## src/rtl/dmem_arbiter.sv

```systemverilog
// Two-master arbiter for a single-port data RAM: the pipeline (CPU) wins by default,
// the loader/debug port (EXT) is force-granted after STARVE_LIM consecutive denials.
module dmem_arbiter #(
  parameter int AW         = 32,
  parameter int DW         = 32,
  parameter int STARVE_LIM = 4
) (
  input  logic          clk,
  input  logic          clrn,
  input  logic          cpu_req,
  input  logic          cpu_we,
  input  logic [AW-1:0] cpu_addr,
  input  logic [DW-1:0] cpu_wdata,
  output logic          cpu_stall,
  output logic [DW-1:0] cpu_rdata,
  output logic          cpu_rvalid,
  input  logic          ext_req,
  input  logic          ext_we,
  input  logic [AW-1:0] ext_addr,
  input  logic [DW-1:0] ext_wdata,
  output logic          ext_gnt,
  output logic [DW-1:0] ext_rdata,
  output logic          ext_rvalid,
  output logic          ram_we,
  output logic [AW-1:0] ram_addr,
  output logic [DW-1:0] ram_di,
  input  logic [DW-1:0] ram_do
);

  localparam logic [2:0] LIM = 3'(STARVE_LIM);

  // Index 0 is the CPU, index 1 is EXT.
  logic [1:0] we_vec;
  logic [1:0] gnt;
  logic [1:0] own_reg;
  logic [1:0] own_next;
  logic [2:0] wait_cnt_reg;
  logic [2:0] wait_cnt_next;
  logic       force_ext;

  assign we_vec = {ext_we, cpu_we};

  always_comb begin
    force_ext     = cpu_req & ext_req & (wait_cnt_reg == LIM);
    gnt           = 2'b00;
    wait_cnt_next = 3'd0;
    if (cpu_req && !force_ext) begin
      gnt[0] = 1'b1;
    end else if (ext_req) begin
      gnt[1] = 1'b1;
    end
    // Only a denied EXT request keeps counting; everything else clears.
    if (ext_req && !gnt[1] && (wait_cnt_reg < LIM)) begin
      wait_cnt_next = wait_cnt_reg + 3'd1;
    end
  end

  always_comb begin
    ram_we   = 1'b0;
    ram_addr = '0;
    ram_di   = '0;
    if (gnt[0]) begin
      ram_we   = cpu_we;
      ram_addr = cpu_addr;
      ram_di   = cpu_wdata;
    end else if (gnt[1]) begin
      ram_we   = ext_we;
      ram_addr = ext_addr;
      ram_di   = ext_wdata;
    end
  end

  genvar gi;
  generate
    for (gi = 0; gi < 2; gi++) begin : g_own
      assign own_next[gi] = gnt[gi] & ~we_vec[gi];
    end
  endgenerate

  always_ff @(posedge clk) begin
    if (!clrn) begin
      own_reg      <= 2'b00;
      wait_cnt_reg <= 3'd0;
    end else begin
      own_reg      <= own_next;
      wait_cnt_reg <= wait_cnt_next;
    end
  end

  assign cpu_stall = cpu_req & ~gnt[0];
  assign ext_gnt   = gnt[1];

  // Gating with clrn also hides a pending rvalid while reset is held.
  assign cpu_rvalid = own_reg[0] & clrn;
  assign ext_rvalid = own_reg[1] & clrn;
  assign cpu_rdata  = cpu_rvalid ? ram_do : '0;
  assign ext_rdata  = ext_rvalid ? ram_do : '0;

endmodule

```

## config.mk

```make
export PLATFORM = sky130hd
export DESIGN_NAME = dmem_arbiter
export DESIGN_NICKNAME = d
export VERILOG_FILES = /design/src/rtl/dmem_arbiter.sv
export SDC_FILE = /design/constraint.sdc
export NUM_CORES = 1
export LEC_CHECK = 0
export CORE_AREA = 2 2 115 117
export CTS_CLUSTER_SIZE = 8
export DETAILED_ROUTE_END_ITERATION = 7
export DIE_AREA = 0 0 117 119
export HOLD_SLACK_MARGIN = 0.12
export PLACE_DENSITY = 0.65
export SYNTH_ARGS = -nofsm -noshare
export SYNTH_HDL_FRONTEND = slang
export SYNTH_SLANG_ARGS = --single-unit
```

## constraint.sdc

```tcl
create_clock -name clk -period 1.4 [get_ports clk]
set_clock_uncertainty 0.2 [all_clocks]
set_input_delay 0.14 -clock clk [delete_from_list [all_inputs] [get_ports clk]]
set_output_delay 0.14 -clock clk [all_outputs]
set_load 0.01 [all_outputs]
```

==> out/results.txt <==
Average size of a mapped cell = 5.372 sq um
CP Launch Type = flip-flop
Vias = 3,828
Post-synthesis xor/xnor area fraction = 0%
Final Hold Fails = 0
First-pass GRT wire length = 20,380 microns
Routed wire length = 14,690 microns
Pre-antenna DRT Iters = 5
Crit path from = wait_cnt_reg[0]$_SDFF_PN0_
Maxcap violations = 0
Most common cell after layout, fill and taps aside = clkdlybuf4s50_1
Seq cells post-synth = 5
Pwr dens = 341.8 nW/um^2
Setup ws final = -0.5471 ns
Core area = 12,870 sq um
GP Congestion = 0.8359
Number of global-route vias before repair = 3,852
Worst Tran Pin Value = 0.2863 ns
Slew margin rel. = 80.91%
Die area = 13,920 sq um
Largest net degree at the start of global routing = 36
Share of post-route cells with drive strength above 1 = 51.68%
Sequential share of the synthesized area = 5.751%
Post-synthesis simple-gate area fraction = 55.72%
Netlist cell types = 17
Skew-Pair Late Insertion Delay = 0.23 ns
Synth Area in Compound Gates = 24.01%
Area grow syn2layout = 292.5%
Minimum clock period = 1.947 ns
CTS tree = done
Remaining Overflow, GRT = 0
Vias per std cell = 4.601
Max-slew violations = 0
Leak = 2.868 nW
Warnings, synthesis = 0
Cells after Synth = 324
Initial antenna violation count = 0
Hold Crit Class = in2reg
DR WL/cell = 17.66 microns
Port bufs = 298
Worst IR Drop VDD = 0.2763 mV
Total track usage = 18.47%
Crit. End Element = output port
Most frequent cells in the layout = 162 x clkdlybuf4s50_1, 131 x nand2_1, 114 x buf_6
HPWL after DPL = 9889 microns
Unrepaired setup endpoints after global routing = true
Clk slew on worst S/H paths = 0.03 ns
Root Driver = clkbuf_16
Worst endpoint required time = 1.06 ns
Setup_tns = -35.51 ns
Final worst path period share = 139.1%
Pre-CTS WS = -0.6276 ns
Nets = 825
Initial cell density of the core = 13.52%
Syn nets = 492
Die Y-Extent = 119 microns
# setup viols final = 134
Clock tree sinks = 5
Post-route cell area = 6832 sq um
DIE WIDTH = 117 microns
Largest family of logic cells by synthesized area = simple AND/OR/NAND/NOR gates
Fmax = 513.6 MHz
H-Tree Level Count = 1
1st-iter DRT viols = 106
Remaining DRCs = 0
Crit path max fanout = 5
Pwr Total = 2.335 mW
Failing checks = setup timing
Max FFs per register = 3
Status = finished, violations left
Cts bufs inserted = 3
Ports = 299
Critical Setup Path Class = reg2out
Row cnt = 42
Synthesized cell area = 1740 sq um
WP data arrival = 1.61 ns
Routed Antenna Nets = 0
Dpl cell area = 5683 sq um
Mux cell area share after synthesis = 0%
Max clock buf depth = 2
RR Startpoint = wait_cnt_reg[0]$_SDFF_PN0_
Adder-Cell Fraction of Synth Area = 1.438%
Min-delay src = cpu_req
ANT cells = 0
[worst max-delay path, stage by stage (launching register included)]
cell,delay (ns)
dfxtp_2,0.33
inv_2,0.05
ha_4,0.16
and3_4,0.20
buf_8,0.14
buf_6,0.11
buf_6,0.11
o22ai_2,0.11
buf_2,0.16
[area by class of cell]
| class | count | area [sq um] |
|---|---|---|
| multi-input combinational | 274 | 2452 |
| sequential | 5 | 110.1 |
| fill | 1182 | 6043 |
| tap | 176 | 220.2 |
| clock buffer | 4 | 78.83 |
| timing repair buffer | 371 | 3963 |
| inverter | 2 | 7.507 |
[synthesized netlist by cell type]
| cell | instances | area (sq um) |
|---|---|---|
| and2_1 | 5 | 31.28 |
| buf_4 | 2 | 15.01 |
| nor2b_1 | 1 | 6.260 |
| dfxtp_1 | 5 | 100.1 |
| clkbuf_1 | 20 | 75.07 |
| ha_1 | 2 | 25.02 |
| inv_1 | 2 | 7.510 |
| o22ai_1 | 65 | 406.6 |
| a21boi_2 | 1 | 11.26 |
| buf_2 | 17 | 85.08 |
| buf_6 | 4 | 45.04 |
| nand2_1 | 131 | 491.7 |
| and4b_1 | 1 | 10.01 |
| and3_1 | 65 | 406.6 |
| nor3_1 | 1 | 5.000 |
| nor4bb_1 | 1 | 10.01 |
| and4_1 | 1 | 8.760 |
[power by group]
| group | internal (mW) | total, mW | switching, mW | leakage (nW) |
|---|---|---|---|---|
| clock network | 0.378 | 0.475 | 0.0977 | 0.0382 |
| registers | 0.145 | 0.149 | 0.00449 | 0.0430 |
| logic | 1.03 | 1.71 | 0.678 | 2.79 |
[timing repair]
| item | CTS | global route |
|---|---|---|
| setup endpoints to repair | 135 | 134 |
| endpoints found under the hold margin | 1 | 0 |
| pin swaps | 13 | 6 |
| hold buffers | 1 | 0 |
| setup buffers | 33 | 9 |
| gates cloned | 12 | 2 |
| gates resized for setup | 655 | 123 |
[logic make-up (layout without fill, tap and decap cells)]
logic type | count (synthesis) | count (layout)
AO/OA/AOI/OAI | 66 | 66
flip-flops | 5 | 5
buffers and inverters | 45 | 377
AND/OR/NAND/NOR | 206 | 206
adder cells (fa/ha/maj) | 2 | 2
[layer usage]
| metal | global-route usage, % | routed length, microns | share of wire (%) |
|---|---|---|---|
| met5 | 0 | 0 | 0 |
| met2 | 34.90 | 7734 | 53 |
| met3 | 3.257 | 1007 | 6.9 |
| met1 | 21.11 | 5673 | 39 |
| met4 | 4.191 | 274 | 1.9 |
[per-stage QoR]
| stage | hold slack, ns | util, % | cells |
|---|---|---|---|
| 2_1_floorplan | 0.01570 | - | 324 |
| 5_1_grt | 0.2846 | 53.06 | 832 |
| 3_3_place_gp | 0.3115 | 44.14 | 782 |
| 3_5_place_dp | 0.3223 | 44.14 | 782 |
| 6_report | 0.2420 | 53.06 | 832 |
| 4_1_cts | 0.2182 | 48.92 | 831 |
[worst paths after layout]
path,to,slack (ns),cells after the start
max,ram_we,-0.55,8
min,own_reg[0]$_SDFF_PN0_,0.24,4
max reg2reg,own_reg[0]$_SDFF_PN0_,-0.35,9
min reg2reg,wait_cnt_reg[0]$_SDFF_PN0_,0.32,2
Power figures use the tool's default switching activity.
